==> src/rtl/motor_cmd_ramp_pkg.sv <==
// Shared definitions for the motor command ramp: FSM state encoding,
// timing derivations and the duty width shared with the PWM block.
package motor_cmd_ramp_pkg;

    // Duty width; the PWM instance downstream uses the same value.
    localparam int COUNTER_W_DEFAULT = 12;

    typedef enum logic [1:0] {
        IDLE  = 2'd0,
        RAMP  = 2'd1,
        BRAKE = 2'd2,
        HOLD  = 2'd3
    } ramp_state_e;

    // Clocks per ramp update; never below one so the tick stays defined.
    function automatic int calc_tick_div(input int clk_freq, input int ramp_hz);
        int div;
        div = clk_freq / ramp_hz;
        return (div < 1) ? 1 : div;
    endfunction

    // Clocks in the command watchdog window; kept at two or more so the
    // counter has a real terminal value.
    function automatic int calc_wdt_cycles(input int clk_freq, input int wdt_ms);
        int cyc;
        cyc = clk_freq / 1000 * wdt_ms;
        return (cyc < 2) ? 2 : cyc;
    endfunction

endpackage

==> src/rtl/motor_cmd_ramp_tick_gen.sv <==
// Free-running prescaler that emits a one-cycle tick every TICK_DIV clocks.
module ramp_tick_gen #(
    parameter int TICK_DIV = 10
) (
    input  logic clk,
    input  logic reset,
    output logic tick
);

    localparam int CNT_W = (TICK_DIV > 1) ? $clog2(TICK_DIV) : 1;
    localparam logic [CNT_W-1:0] CNT_LAST = CNT_W'(TICK_DIV - 1);

    logic [CNT_W-1:0] cnt;

    // Count 0..TICK_DIV-1 and raise tick on the cycle the count wraps to 0.
    // NOTE: sequential state uses non-blocking assignments so every register
    // samples the pre-edge values, independent of statement order.
    always_ff @(posedge clk) begin
        if (reset) begin
            cnt  <= '0;
            tick <= 1'b0;
        end else if (cnt == CNT_LAST) begin
            cnt  <= '0;
            tick <= 1'b1;
        end else begin
            cnt  <= cnt + CNT_W'(1);
            tick <= 1'b0;
        end
    end

endmodule

==> src/rtl/motor_cmd_ramp.sv <==
// Slew-rate limiter and command watchdog between the SPI command decoder and
// one PWM channel. The applied duty walks toward the latched target by at
// most STEP per tick, reversals pass through zero, and a silent command link
// ramps the motor down to stop.
module motor_cmd_ramp
    import motor_cmd_ramp_pkg::*;
#(
    parameter int CLK_FREQ  = 25000000,
    parameter int COUNTER_W = COUNTER_W_DEFAULT,
    parameter int RAMP_HZ   = 10000,
    parameter int STEP      = 16,
    parameter int WDT_MS    = 200
) (
    input  logic                 clk,
    input  logic                 reset,
    input  logic                 cmd_valid,
    input  logic                 cmd_enable,
    input  logic                 cmd_direction,
    input  logic [COUNTER_W-1:0] cmd_duty,
    output logic                 out_enable,
    output logic                 out_direction,
    output logic [COUNTER_W-1:0] out_duty,
    output logic                 timeout,
    output logic                 busy
);

    localparam int TICK_DIV   = calc_tick_div(CLK_FREQ, RAMP_HZ);
    localparam int WDT_CYCLES = calc_wdt_cycles(CLK_FREQ, WDT_MS);
    localparam int WDT_W      = $clog2(WDT_CYCLES);
    localparam logic [WDT_W-1:0]     WDT_LAST = WDT_W'(WDT_CYCLES - 1);
    localparam logic [COUNTER_W-1:0] STEP_V   = COUNTER_W'(STEP);

    ramp_state_e          state, state_n;
    logic [COUNTER_W-1:0] mag, mag_n;
    logic                 dir_n;
    logic [COUNTER_W-1:0] tgt_mag;
    logic                 tgt_dir;
    logic [WDT_W-1:0]     wdt_cnt;
    logic                 tick;

    // Largest legal move for a given remaining distance; clamping to the
    // gap is what keeps the duty from overshooting or wrapping.
    function automatic logic [COUNTER_W-1:0] limit_step(input logic [COUNTER_W-1:0] gap);
        return (gap < STEP_V) ? gap : STEP_V;
    endfunction

    ramp_tick_gen #(
        .TICK_DIV (TICK_DIV)
    ) u_tick (
        .clk   (clk),
        .reset (reset),
        .tick  (tick)
    );

    // Latch the commanded target, run the watchdog and clear it on any command.
    always_ff @(posedge clk) begin
        if (reset) begin
            tgt_mag <= '0;
            tgt_dir <= 1'b0;
            wdt_cnt <= '0;
            timeout <= 1'b0;
        end else if (cmd_valid) begin
            tgt_mag <= cmd_enable ? cmd_duty : '0;
            tgt_dir <= cmd_direction;
            wdt_cnt <= '0;
            timeout <= 1'b0;
        end else if (wdt_cnt == WDT_LAST) begin
            // Counter saturates here; the stop target is simply re-applied.
            timeout <= 1'b1;
            tgt_mag <= '0;
        end else begin
            wdt_cnt <= wdt_cnt + WDT_W'(1);
        end
    end

    // Next-state and next-duty decision, acting only on ramp ticks.
    // NOTE: every signal driven here gets a default first, so paths that do
    // not assign it cannot infer a latch.
    always_comb begin
        state_n = state;
        mag_n   = mag;
        dir_n   = out_direction;
        if (tick) begin
            case (state)
                IDLE: begin
                    if (tgt_mag != '0) begin
                        dir_n   = tgt_dir;
                        state_n = RAMP;
                    end
                end
                RAMP: begin
                    if (out_direction != tgt_dir) begin
                        state_n = BRAKE;
                    end else begin
                        if (tgt_mag > mag) begin
                            mag_n = mag + limit_step(tgt_mag - mag);
                        end else if (tgt_mag < mag) begin
                            mag_n = mag - limit_step(mag - tgt_mag);
                        end
                        if (mag_n == tgt_mag) begin
                            state_n = (tgt_mag == '0) ? IDLE : HOLD;
                        end
                    end
                end
                BRAKE: begin
                    mag_n = mag - limit_step(mag);
                    if (mag_n == '0) begin
                        dir_n   = tgt_dir;
                        state_n = (tgt_mag != '0) ? RAMP : IDLE;
                    end
                end
                HOLD: begin
                    if (out_direction != tgt_dir) begin
                        state_n = BRAKE;
                    end else if (tgt_mag != mag) begin
                        state_n = RAMP;
                    end
                end
                default: state_n = IDLE;
            endcase
        end
    end

    // Register the applied duty, direction, enable and FSM state.
    always_ff @(posedge clk) begin
        if (reset) begin
            state         <= IDLE;
            mag           <= '0;
            out_direction <= 1'b0;
            out_enable    <= 1'b0;
        end else begin
            state         <= state_n;
            mag           <= mag_n;
            out_direction <= dir_n;
            out_enable    <= (mag_n != '0);
        end
    end

    assign out_duty = mag;
    assign busy     = (state == RAMP) || (state == BRAKE);

endmodule

==> config.mk <==
export PLATFORM = sky130hd
export DESIGN_NAME = motor_cmd_ramp
export DESIGN_NICKNAME = d
export VERILOG_FILES = /design/src/rtl/motor_cmd_ramp_pkg.sv /design/src/rtl/motor_cmd_ramp_tick_gen.sv /design/src/rtl/motor_cmd_ramp.sv
export SDC_FILE = /design/constraint.sdc
export NUM_CORES = 1
export LEC_CHECK = 0
export BUFFER_PORTS_ARGS = -buffer_cell sky130_fd_sc_hd__buf_2
export CORE_MARGIN = 1.5
export CORE_UTILIZATION = 50
export CTS_BUF_LIST = sky130_fd_sc_hd__clkbuf_4 sky130_fd_sc_hd__clkbuf_8
export CTS_CLUSTER_SIZE = 16
export DETAILED_ROUTE_END_ITERATION = 12
export HOLD_SLACK_MARGIN = 0.08
export PLACE_DENSITY = 0.74
export SLEW_MARGIN = 20
export SYNTH_ARGS = -nofsm -noshare
export SYNTH_HDL_FRONTEND = slang
export SYNTH_HIERARCHICAL = 1
export SYNTH_SLANG_ARGS = --single-unit
==> constraint.sdc <==
create_clock -name clk -period 8.3 [get_ports clk]
set_clock_uncertainty 0.15 [all_clocks]
set_input_delay 1.245 -clock clk [delete_from_list [all_inputs] [get_ports clk]]
set_output_delay 1.245 -clock clk [all_outputs]
set_load 0.02 [all_outputs]
==> results.py <==
metrics = {
    "critical_path": {
        "critPathArrivalTime_ps": 6750,
        "crit_start": "tgt_mag[0]",
        "crit_path_frequent_cell": "a21oi_1",
        "worst-setup-path-type": "reg2reg",
        "cpLargestDelayFamily": "compound AO/OA/AOI/OAI gates",
        "cp_num_buf_inv": 2,
        "slowest_stage": "a2111oi_1",
        "critical_path.max_fanout": 7,
        "worst_setup_path_start_kind": "register",
        "r2r_start": "tgt_mag[0]",
        "crit_required_ps": 8400,
        "critPathMaxStageDelay_ps": 750,
        "critPathCaptureType": "register",
    },
    "detailed_routing": {
        "vias_per_cell": 6.22,
        "routedWlPerCell_um": 17.3,
        "drc_errors": 0,
        "antenna_left": 0,
        "wl_um": 16700,
        "firstDrtPassIters": 8,
        "drt_iter0_drc": 517,
        "vias": 6004,
    },
    "timing": {
        "timing.slew.headroom_pct": 34.0,
        "hold_slack_ps": 327,
        "timing.final.crit_share_pct": 80.2,
        "finalMaxSlewViolations": 0,
        "fin_crit_ps": 6660,
        "hold_viol": 0,
        "worst_slew_pin_slew_ps": 987,
        "max_freq_mhz": 150,
        "rsz0062_at_grt": "false",
        "finalSetupViolCount": 0,
        "finalSetupTns_ps": 0,
    },
    "yosys": {
        "syn_avg_cell_area_um2": 7.76,
        "yosys_register_bits": 66,
        "synth_seq_area_share_pct": 21.6,
        "synthTopCellsByCount": "90 x nor2_1, 66 x dfxtp_1, 63 x nand2_1",
        "synth_top_area_share_pct": 21.6,
        "synth_area_leader_cell": "dfxtp_1",
        "synth_area_leaders": "dfxtp_1 22%, ha_1 11%, nor2_1 5.5%",
        "ys_types": 78,
        "ys.flop_type": "dfxtp_1",
        "yosys_warnings": 6,
        "yosysMostFrequentCell": "nor2_1",
        "postSynthCellCount": 790,
        "netlist_area_um2": 6130,
        "async_reset_ff_share_pct": 0,
        "synth_edf_count": 0,
    },
    "run_status": {
        "outcome": "completed",
    },
    "placed_design": {
        "gp_congestion": 0.972,
        "dpl.hpwl_um": 12600,
        "io_buffers": 32,
        "dp_cells": 948,
    },
    "cts": {
        "numCtsBuffers": 9,
        "cts_root_buf": "clkbuf_8",
        "cts_hold_buf": 0,
        "cts.sinks": 66,
        "clock_path_buffers": 2,
        "ctsResizeCount": 0,
        "cts_max_level": 3,
        "post_cts_buffers": 0,
        "clk_latency_ps": 360,
        "cts_tree": "built",
        "cts.reportedPaths.clkPinSlew_ps": 80,
    },
    "grt": {
        "antenna_found_initial": 0,
        "grt_usage_pct": 26.1,
        "grt_pass1_wl_um": 27000,
        "grt_pass1_vias": 5386,
        "globalRouteOverflowTotal": 0,
        "grt_max_degree": 26,
    },
    "min_path": {
        "hold_path_class": "reg2reg",
        "worstHoldStart": "timeout",
    },
    "floorplan": {
        "core_um2": 12000,
        "die_y_um": 114,
        "die_w_um": 114,
        "die_area_um2": 12900,
        "start_util_pct": 51.2,
        "std_cell_rows": 40,
        "io_pins": 33,
    },
    "power_and_ir_drop": {
        "ir_drop_v": 0.000115,
        "powerDensity_nw_per_um2": 122,
        "leakagePower_nw": 2.61,
    },
    "run": {
        "maxCapViolations": 0,
    },
    "finish": {
        "diodes": 0,
        "instances_no_fill": 965,
        "area_growth_pct": 7.27,
        "nets": 888,
        "drive_gt1_share_pct": 8.56,
    },
}
==> layer usage <==
layer,track usage (%),wire [µm]
met1,35.4,7410
met2,42.1,7480
met3,3.99,1290
met4,9.83,534
met5,0,0
==> logic make-up after synthesis <==
logic type	Yosys count	share of synthesized area, %
AOI/OAI and AO/OA	213	24.4
xor gates and xnor gates	63	9.23
adders and majority gates	58	12.3
buffers and inverters	79	5.57
DFF	66	21.6
muxes	12	2.21
other	2	0.123
and+or+nand+nor	297	24.5
==> registers in the layout (all words and copies together), names as in the netlist <==
register       cells
out_enable         1
u_tick/cnt        12
out_duty          12
u_tick/tick        1
out_direction      1
state              2
tgt_mag           12
tgt_dir            1
timeout            1
wdt_cnt           23
==> metrics by stage <==
| stage | cell area (µm²) | power [W] | util, % | worst slack, ps |
|---|---|---|---|---|
| global placement | 6360 | 0.000512 | 53.1 | 1890 |
| CTS | 6570 | 0.000800 | 54.9 | 1660 |
| finish | 6570 | 0.000802 | 54.9 | 1640 |
| floorplan | 6170 | 0.000475 | - | 2510 |
| detailed placement | 6360 | 0.000512 | 53.1 | 1700 |
| global route | 6570 | 0.000839 | 54.9 | 1050 |
==> path summary, 6_finish.rpt <==
kind,end,slack (ps),cells after the start
worst max-delay path,state[0],1640,26
worst min-delay path,timeout,330,2
worst max register to register,state[0],1640,26
worst min register to register,timeout,330,2
==> where the power goes <==
part | internal [W] | switching (W)
Clock | 0.000152 | 0.000140
Combinational | 0.0000722 | 0.000108
Sequential | 0.000321 | 0.00000916
==> placed cells by master, fill, tap and decap left out, drive strengths merged, types with 11 or more instances in the layout <==
cell type and count:
a22o 13, dfxtp 66, inv 47, a31oi 11, nand4 17, nand2 63
xor2 27, a211oi 14, clkbuf 11, nor4 11, buf 34, nand3 30
nor2 90, a21oi 46, conb 13, or3 15, xnor2 35, ha 54
o21ai 47, nor3 18
==> layout make-up <==
class,count,area (µm²)
clock buffer,11,145
inverter,46,173
fill,1158,5390
sequential,66,1320
tap,147,184
clock inverter,5,62.6
multi-input combinational,656,4510
timing repair buffer,34,175
==> worst min-delay path, cell delays in order (launching register included) <==
cell     delay, ps
dfxtp_1        330
nor2_1          50
nor2_1          70
Power figures use the tool's default switching activity.
